### src/rtl/oserdes_tx_sched_pkg.sv
// Shared types and constants for the OSERDESE2 lane scheduler.
//   state_t         : lane sequencer states
//   W               : parallel word width (D1..D8)
//   TRAIN_A/TRAIN_B : alternating training words used when
//                     OSERDES_TX_SCHED_TRAINING_EN is defined
//   max3()          : elaboration-time helper for sizing counters
package oserdes_tx_pkg;

  localparam int W = 8;

  localparam logic [W-1:0] TRAIN_A = 8'hF0;
  localparam logic [W-1:0] TRAIN_B = 8'h0F;

  typedef enum logic [2:0] {
    OFF    = 3'd0,
    SRST   = 3'd1,
    WARMUP = 3'd2,
    IDLE   = 3'd3,
    BURST  = 3'd4
  } state_t;

  function automatic int max3(input int a, input int b, input int c);
    int m;
    m = (a > b) ? a : b;
    return (m > c) ? m : c;
  endfunction

endpackage

### src/rtl/oserdes_tx_sched_if.sv
// Word-stream bundle between NUM_REQ requesters and the lane scheduler.
//   req_valid[i]            : requester i presents a word
//   req_data[8i+7:8i]       : word of requester i
//   req_last[i]             : word closes requester i's burst
//   req_ready[i]            : scheduler accepts (valid && ready)
// master = requester side, slave = scheduler side.
interface oserdes_tx_sched_if #(
  parameter int NUM_REQ = 2
);
  logic [NUM_REQ-1:0]                     req_valid;
  logic [NUM_REQ*oserdes_tx_pkg::W-1:0]   req_data;
  logic [NUM_REQ-1:0]                     req_last;
  logic [NUM_REQ-1:0]                     req_ready;

  modport master (output req_valid, req_data, req_last, input  req_ready);
  modport slave  (input  req_valid, req_data, req_last, output req_ready);
endinterface

### src/rtl/oserdes_tx_sched_rr_arbiter.sv
// Combinational round-robin picker.
//   req_i     : request vector
//   last_i    : index of the previous grant; search starts at last_i+1
//   gnt_oh_o  : one-hot pick (all zero when nothing requests)
//   gnt_idx_o : index of the pick (last_i when nothing requests)
//   any_o     : at least one request present
module rr_arbiter #(
  parameter int NUM_REQ = 2,
  parameter int IDX_W   = $clog2(NUM_REQ)
) (
  input  logic [NUM_REQ-1:0] req_i,
  input  logic [IDX_W-1:0]   last_i,
  output logic [NUM_REQ-1:0] gnt_oh_o,
  output logic [IDX_W-1:0]   gnt_idx_o,
  output logic               any_o
);

  // One extra bit so last_i + NUM_REQ never overflows before the wrap.
  logic [IDX_W:0] cand;

  always_comb begin
    gnt_oh_o  = '0;
    gnt_idx_o = last_i;
    any_o     = 1'b0;
    cand      = '0;
    for (int k = 1; k <= NUM_REQ; k++) begin
      cand = {1'b0, last_i} + (IDX_W+1)'(k);
      if (cand >= (IDX_W+1)'(NUM_REQ)) cand = cand - (IDX_W+1)'(NUM_REQ);
      if (!any_o && req_i[cand[IDX_W-1:0]]) begin
        any_o     = 1'b1;
        gnt_idx_o = cand[IDX_W-1:0];
      end
    end
    if (any_o) gnt_oh_o = NUM_REQ'(1) << gnt_idx_o;
  end

endmodule

### src/rtl/oserdes_tx_sched.sv
// Scheduler/sequencer for one OSERDESE2 8:1 DDR lane driving an OBUFTDS,
// clocked in the CLKDIV domain.
//   clk, rst       : CLKDIV clock, asynchronous active-low reset
//   pll_locked     : PLL LOCKED (asynchronous, synchronized here)
//   enable         : lane enable
//   req_if (slave) : NUM_REQ word streams with valid/ready/last
//   ser_rst        : OSERDESE2 RST
//   ser_d          : D1..D8 (bit0 = D1, first bit on the wire)
//   ser_t          : T1..T4, 1 = high-Z
//   grant_id       : current or last granted requester
//   lane_up        : lane in IDLE or BURST
//   lock_lost      : sticky, lock dropped while the lane was up
// Optional macro OSERDES_TX_SCHED_TRAINING_EN: fill words alternate F0/0F
// instead of IDLE_WORD.
module oserdes_tx_sched
  import oserdes_tx_pkg::*;
#(
  parameter int           NUM_REQ       = 2,
  parameter int           RST_CYCLES    = 4,
  parameter int           WARMUP_CYCLES = 16,
  parameter int           MAX_BURST     = 8,
  parameter logic [W-1:0] IDLE_WORD     = 8'h00
) (
  input  logic                       clk,
  input  logic                       rst,
  input  logic                       pll_locked,
  input  logic                       enable,
  oserdes_tx_sched_if.slave          req_if,
  output logic                       ser_rst,
  output logic [W-1:0]               ser_d,
  output logic                       ser_t,
  output logic [$clog2(NUM_REQ)-1:0] grant_id,
  output logic                       lane_up,
  output logic                       lock_lost
);

  localparam int IDX_W   = $clog2(NUM_REQ);
  localparam int CNT_MAX = max3(RST_CYCLES, WARMUP_CYCLES, MAX_BURST);
  localparam int CNT_W   = $clog2(CNT_MAX + 1);

  logic               lk_meta_q, lk_q;
  state_t             state_q, state_d;
  logic [CNT_W-1:0]   cnt_q, cnt_d;
  logic [IDX_W-1:0]   grant_q, grant_d;
  logic [NUM_REQ-1:0] gnt_oh_q, gnt_oh_d;
  logic [W-1:0]       ser_d_q, ser_d_d;
  logic               ser_rst_q, ser_t_q, lane_up_q, lock_lost_q, lock_lost_d;

  logic               abort, accept, lane_next;
  logic [NUM_REQ-1:0] arb_oh;
  logic [IDX_W-1:0]   arb_idx;
  logic               arb_any;
  logic [W-1:0]       fill_word;
  logic [W-1:0]       word [NUM_REQ];

  for (genvar g = 0; g < NUM_REQ; g++) begin : g_word
    assign word[g] = req_if.req_data[g*W +: W];
  end

  rr_arbiter #(.NUM_REQ(NUM_REQ), .IDX_W(IDX_W)) u_arb (
    .req_i     (req_if.req_valid),
    .last_i    (grant_q),
    .gnt_oh_o  (arb_oh),
    .gnt_idx_o (arb_idx),
    .any_o     (arb_any)
  );

  // Abort is combinational so ready falls in the same cycle lk/enable drop;
  // that also guarantees no word is accepted on an aborting cycle.
  assign abort            = !lk_q || !enable;
  assign req_if.req_ready = (state_q == BURST && !abort) ? gnt_oh_q : '0;
  assign accept           = |(req_if.req_ready & req_if.req_valid);

  always_comb begin
    state_d     = state_q;
    cnt_d       = cnt_q;
    grant_d     = grant_q;
    gnt_oh_d    = gnt_oh_q;
    lock_lost_d = lock_lost_q || (!lk_q && lane_up_q);
    case (state_q)
      OFF: begin
        state_d = SRST;
        cnt_d   = '0;
      end
      SRST: begin
        if (cnt_q == CNT_W'(RST_CYCLES - 1)) begin
          state_d = WARMUP;
          cnt_d   = '0;
        end else begin
          cnt_d = cnt_q + 1'b1;
        end
      end
      WARMUP: begin
        if (cnt_q == CNT_W'(WARMUP_CYCLES - 1)) begin
          state_d = IDLE;
          cnt_d   = '0;
        end else begin
          cnt_d = cnt_q + 1'b1;
        end
      end
      IDLE: begin
        if (arb_any) begin
          state_d  = BURST;
          grant_d  = arb_idx;
          gnt_oh_d = arb_oh;
          cnt_d    = '0;
        end
      end
      BURST: begin
        if (accept) begin
          cnt_d = cnt_q + 1'b1;
          if (req_if.req_last[grant_q] || cnt_q == CNT_W'(MAX_BURST - 1)) state_d = IDLE;
        end
      end
      default: state_d = OFF;
    endcase
    if (abort) begin
      state_d  = OFF;
      cnt_d    = '0;
      grant_d  = grant_q;
      gnt_oh_d = gnt_oh_q;
    end
  end

  assign lane_next = (state_d == IDLE) || (state_d == BURST);
  assign ser_d_d   = accept ? word[grant_q] : fill_word;

`ifdef OSERDES_TX_SCHED_TRAINING_EN
  // phase_q tracks which training word is on ser_d; it restarts at TRAIN_A
  // on the first lane-up cycle and toggles every lane-up cycle after that.
  logic phase_q, phase_d;

  assign phase_d   = lane_up_q ? ~phase_q : 1'b0;
  assign fill_word = lane_next ? (phase_d ? TRAIN_B : TRAIN_A) : IDLE_WORD;

  always_ff @(posedge clk or negedge rst) begin
    if (!rst) phase_q <= 1'b0;
    else      phase_q <= phase_d;
  end
`else
  assign fill_word = IDLE_WORD;
`endif

  always_ff @(posedge clk or negedge rst) begin
    if (!rst) begin
      lk_meta_q   <= 1'b0;
      lk_q        <= 1'b0;
      state_q     <= OFF;
      cnt_q       <= '0;
      grant_q     <= '0;
      gnt_oh_q    <= NUM_REQ'(1);
      ser_d_q     <= IDLE_WORD;
      ser_rst_q   <= 1'b1;
      ser_t_q     <= 1'b1;
      lane_up_q   <= 1'b0;
      lock_lost_q <= 1'b0;
    end else begin
      lk_meta_q   <= pll_locked;
      lk_q        <= lk_meta_q;
      state_q     <= state_d;
      cnt_q       <= cnt_d;
      grant_q     <= grant_d;
      gnt_oh_q    <= gnt_oh_d;
      ser_d_q     <= ser_d_d;
      // Outputs are registered from the next state so they line up with it.
      ser_rst_q   <= (state_d == OFF) || (state_d == SRST);
      ser_t_q     <= !lane_next;
      lane_up_q   <= lane_next;
      lock_lost_q <= lock_lost_d;
    end
  end

  assign ser_rst   = ser_rst_q;
  assign ser_d     = ser_d_q;
  assign ser_t     = ser_t_q;
  assign grant_id  = grant_q;
  assign lane_up   = lane_up_q;
  assign lock_lost = lock_lost_q;

endmodule

### src/flat_wrapper.sv
// flat-port wrapper written by rule: the top's interface ports become plain ports
module oserdes_tx_sched_flat import oserdes_tx_pkg::*;
#(
  parameter int           NUM_REQ       = 2,
  parameter int           RST_CYCLES    = 4,
  parameter int           WARMUP_CYCLES = 16,
  parameter int           MAX_BURST     = 8,
  parameter logic [W-1:0] IDLE_WORD     = 8'h00
)
  (clk, rst, pll_locked, enable, ser_rst, ser_d, ser_t, grant_id, lane_up, lock_lost, req_if_req_valid, req_if_req_data, req_if_req_last, req_if_req_ready);
  oserdes_tx_sched_if #(.NUM_REQ(NUM_REQ)) req_if_i ();
  input  logic clk;
  input  logic rst;
  input  logic pll_locked;
  input  logic enable;
  output logic ser_rst;
  output logic [W-1:0] ser_d;
  output logic ser_t;
  output logic [$clog2(NUM_REQ)-1:0] grant_id;
  output logic lane_up;
  output logic lock_lost;
  input wire logic [$bits(req_if_i.req_valid)-1:0] req_if_req_valid;
  input wire logic [$bits(req_if_i.req_data)-1:0] req_if_req_data;
  input wire logic [$bits(req_if_i.req_last)-1:0] req_if_req_last;
  output wire logic [$bits(req_if_i.req_ready)-1:0] req_if_req_ready;
  assign req_if_i.req_valid = req_if_req_valid;
  assign req_if_i.req_data = req_if_req_data;
  assign req_if_i.req_last = req_if_req_last;
  assign req_if_req_ready = req_if_i.req_ready;
  oserdes_tx_sched #(.NUM_REQ(NUM_REQ), .RST_CYCLES(RST_CYCLES), .WARMUP_CYCLES(WARMUP_CYCLES), .MAX_BURST(MAX_BURST), .IDLE_WORD(IDLE_WORD)) u_core (.clk(clk), .rst(rst), .pll_locked(pll_locked), .enable(enable), .req_if(req_if_i), .ser_rst(ser_rst), .ser_d(ser_d), .ser_t(ser_t), .grant_id(grant_id), .lane_up(lane_up), .lock_lost(lock_lost));
endmodule
### config.mk
export PLATFORM = sky130hd
export DESIGN_NAME = oserdes_tx_sched_flat
export DESIGN_NICKNAME = d
export VERILOG_FILES = /design/src/rtl/oserdes_tx_sched_pkg.sv /design/src/rtl/oserdes_tx_sched_if.sv /design/src/rtl/oserdes_tx_sched_rr_arbiter.sv /design/src/rtl/oserdes_tx_sched.sv /design/src/flat_wrapper.sv
export SDC_FILE = /design/constraint.sdc
export NUM_CORES = 1
export LEC_CHECK = 0
export ABC_AREA = 0
export BUFFER_PORTS_ARGS = -buffer_cell sky130_fd_sc_hd__buf_4
export CORE_MARGIN = 2
export CORE_UTILIZATION = 54
export DETAILED_ROUTE_END_ITERATION = 12
export PLACE_DENSITY = 0.84
export SETUP_SLACK_MARGIN = 0.1
export SYNTH_ARGS = -nofsm -noshare
export SYNTH_HDL_FRONTEND = slang
export SYNTH_SLANG_ARGS = --single-unit
### constraint.sdc
create_clock -name clk -period 6.15 [get_ports clk]
set_clock_uncertainty 0.15 [all_clocks]
set_input_delay 1.23 -clock clk [delete_from_list [all_inputs] [get_ports clk]]
set_output_delay 1.23 -clock clk [all_outputs]
set_load 0.03 [all_outputs]
==> run_results.csv <==
group,metric,value,unit
critical_path,cp_data_arrival_time,2.08,ns
placed_design,port_buffers,38,
critical_path,r2r-end,"u_core.cnt_q[2]",
run_status,status,"completed",
logic_synthesis,synth-edff-count,0,
logic_synthesis,synth_nets,148,
die,num_rows,17,
layout,seq_area,604,sq um
power,peakVddDrop,0.000130,V
placed_design,place_congestion,0.873,
timing,relSlewSlack,60.2,%
logic_synthesis,yosysSeqAreaShare,46.9,%
placed_design,placed_area,1570,sq um
global_routing,antenna_found_initial,0,
clock_tree,numCtsBuffers,3,
logic_synthesis,synthFlopType,"dfrtp_1",
critical_path,reg2reg_slack,3.89,ns
clock_tree,cts_sinks,24,
power,power.density,161,nW/um^2
timing,hold_viol_final,0,
die,die_area,2790,sq um
logic_synthesis,synth_cell_types,42,
critical_path,rr_startpoint,"u_core.cnt_q[0]",
drt,detail_route.first_pass.iterations,4,
layout,antenna_cells,0,
logic_synthesis,yosys_warnings,0,
layout,finalInstanceArea,1600,sq um
drt,drt-initial-drc-count,20,
critical_path,cp_max_fo,13,
timing,fin_tns_setup,0,ns
die,core,2230,sq um
timing,period_share,56.2,%
critical_path,worstSetupPathType,"input port to output pin",
timing,setup_ws,2.69,ns
clock_tree,h-tree-depth,1,
clock_tree,cts_resized,0,
timing,maxSlewViolCount,0,
drt,post_drt_wl_per_cell,14.5,microns
layout,area_delta_synth_final,24.2,%
clock_tree,path_clk_slew,0.12,ns
timing,worst_pin_slew,0.597,ns
placed_design,hpwlAfterDp,2080,microns
logic_synthesis,ys_ff_latch,24,
power,leakage,0.000767,uW
layout,drive_gt1_share,35.7,%
timing,fmax,289,MHz
clock_tree,cts_hold_buffers,0,
min_path,hp-class,"flip-flop to flip-flop",
clock_tree,clock_tree.buffer_depth,2,
timing,period_needed,3.46,ns
timing,setup_viol,0,
drt,drt_wl_total,2680,microns
drt,num_vias,1089,
layout,fin_nets,185,
drt,post_drt_via_cell_ratio,5.89,
global_routing,grt_pass1_vias,1061,
layout,multi_input_area,627,sq um
placed_design,place_ws,2.70,ns
die,io_pins,39,
timing,holdWs,0.250,ns
global_routing,grt_pass1_wl,4590,microns
die,start_util,57.7,%
clock_tree,cts_root_buffer,"clkbuf_4",
clock_tree,post_cts.repair.setup_buffers,0,
drt,postRouteAntennaNets,0,
die,die_h,52.9,microns
min_path,min_path_cells,0,
critical_path,cp-end-kind,"output pin",
drt,drc,0,
timing,rsz0062_at_grt,"false",
logic_synthesis,synth_cells,121,
critical_path,critPathCapture,"req_if_req_ready[1]",
die,die_x,52.9,microns
logic_synthesis,syn_area_per_cell,10.7,sq um
clock_tree,insertion_delay,0.30,ns
critical_path,ff2ff_path_depth,8,
logic_synthesis,async_reset_ff_share,100,%
logic_synthesis,syn_area,1290,sq um
critical_path,cp.required,4.77,ns
critical_path,critPathLaunch,"enable",
global_routing,grt_max_degree,25,
critical_path,start_kind,"input port",
layout,fill_cells,153,
global_routing,track_usage,22.3,%
clock_tree,cts_tree,"yes",
flow_run,cap_violations,0,
global_routing,grt-ovfl-total,0,
[cell type report]
class / count / area share, %
Clock buffer: 4 / 1.64
Inverter: 6 / 1.41
Multi-Input combinational cell: 85 / 39.2
Sequential cell: 24 / 37.8
Tap cell: 28 / 2.19
Timing Repair Buffer: 38 / 17.8
[routing by layer]
| layer | global-route usage (%) | wire, microns | vias up | part of all wire, % |
|---|---|---|---|---|
| li1 | - | - | 517 | - |
| met1 | 29.2 | 1170 | 522 | 43 |
| met2 | 38.1 | 1300 | 46 | 49 |
| met3 | 3.67 | 186 | 4 | 6.9 |
| met4 | 6.41 | 25 | 0 | 0.93 |
| met5 | 0 | 0 | - | 0 |
[synth_stat cells, types with 2 or more instances]
master    instances  area share (%)
nand2b_1          2            0.97
a211oi_1          2             1.2
or3b_1            2             1.4
a21oi_1           5             1.9
o41ai_2           2             2.5
nand2_1           5             1.5
nor2_1           13             3.8
clkbuf_1          3            0.87
ha_1              3             2.9
dfrtp_1          21              41
mux2i_1           9             7.0
inv_1             5             1.5
a32oi_1           2             1.4
dfstp_2           3             6.1
a31oi_1           3             1.5
a211o_1           2             1.4
a21o_1            2             1.2
o21ai_0           4             1.6
and3_1            5             2.4
nand3_1           6             2.3
[cells by family after synthesis]
family                   count (synthesis)  synth area share [%]
buffers and inverters                   12                  4.47
multiplexers                             9                  6.99
flip-flops                              24                  46.9
adder cells (fa/ha/maj)                  3                  2.91
AO/OA/AOI/OAI                           30                  18.6
AND/OR/NAND/NOR                         43                  20.1
[worst max-delay path: stages]
cell    delay [ns]
buf_4         0.09
and2_1        0.38
and3_1        0.22
buf_4         0.16
[stage by stage]
stage	total power, uW	instances	utilization (%)
2_1_floorplan	175	121	-
6_report	258	185	71.7
4_1_cts	261	185	71.7
3_5_place_dp	192	181	70.5
3_3_place_gp	191	181	70.5
5_1_grt	269	185	71.7
[placed cells by master (no fill, tap or decap), types with 4 or more instances in the layout]
master   count
and3_1       5
nand2_1      5
o21ai_0      4
mux2i_1      9
buf_4       38
nand3_1      6
dfrtp_1     21
nor2_1      13
inv_1        5
a21oi_1      5
[worst min-delay path by stage]
stage	startpoint	endpoint	slack, ns
2_1_floorplan	u_core.lk_meta_q	u_core.lk_q	0.18
3_3_place_gp	u_core.lk_meta_q	u_core.lk_q	0.19
3_5_place_dp	u_core.lk_meta_q	u_core.lk_q	0.23
4_1_cts	u_core.lk_meta_q	u_core.lk_q	0.26
5_1_grt	u_core.lk_meta_q	u_core.lk_q	0.26
6_report	u_core.lk_meta_q	u_core.lk_q	0.25
[sequential cells by signal, indices dropped and copies added (netlist names), 2 cells and up]
register         count
u_core.state_q       3
u_core.cnt_q         5
u_core.gnt_oh_q      2
u_core.ser_d         8
[where the power goes]
part	switching, uW	total (uW)	leakage (uW)	internal [uW]
Sequential	2.75	162	0.000318	159
Clock	43.8	69.0	0.0000150	25.3
Combinational	12.9	26.7	0.000434	13.8
Total	59.4	258	0.000767	198
No activity file was read; power rests on OpenSTA's default activity.
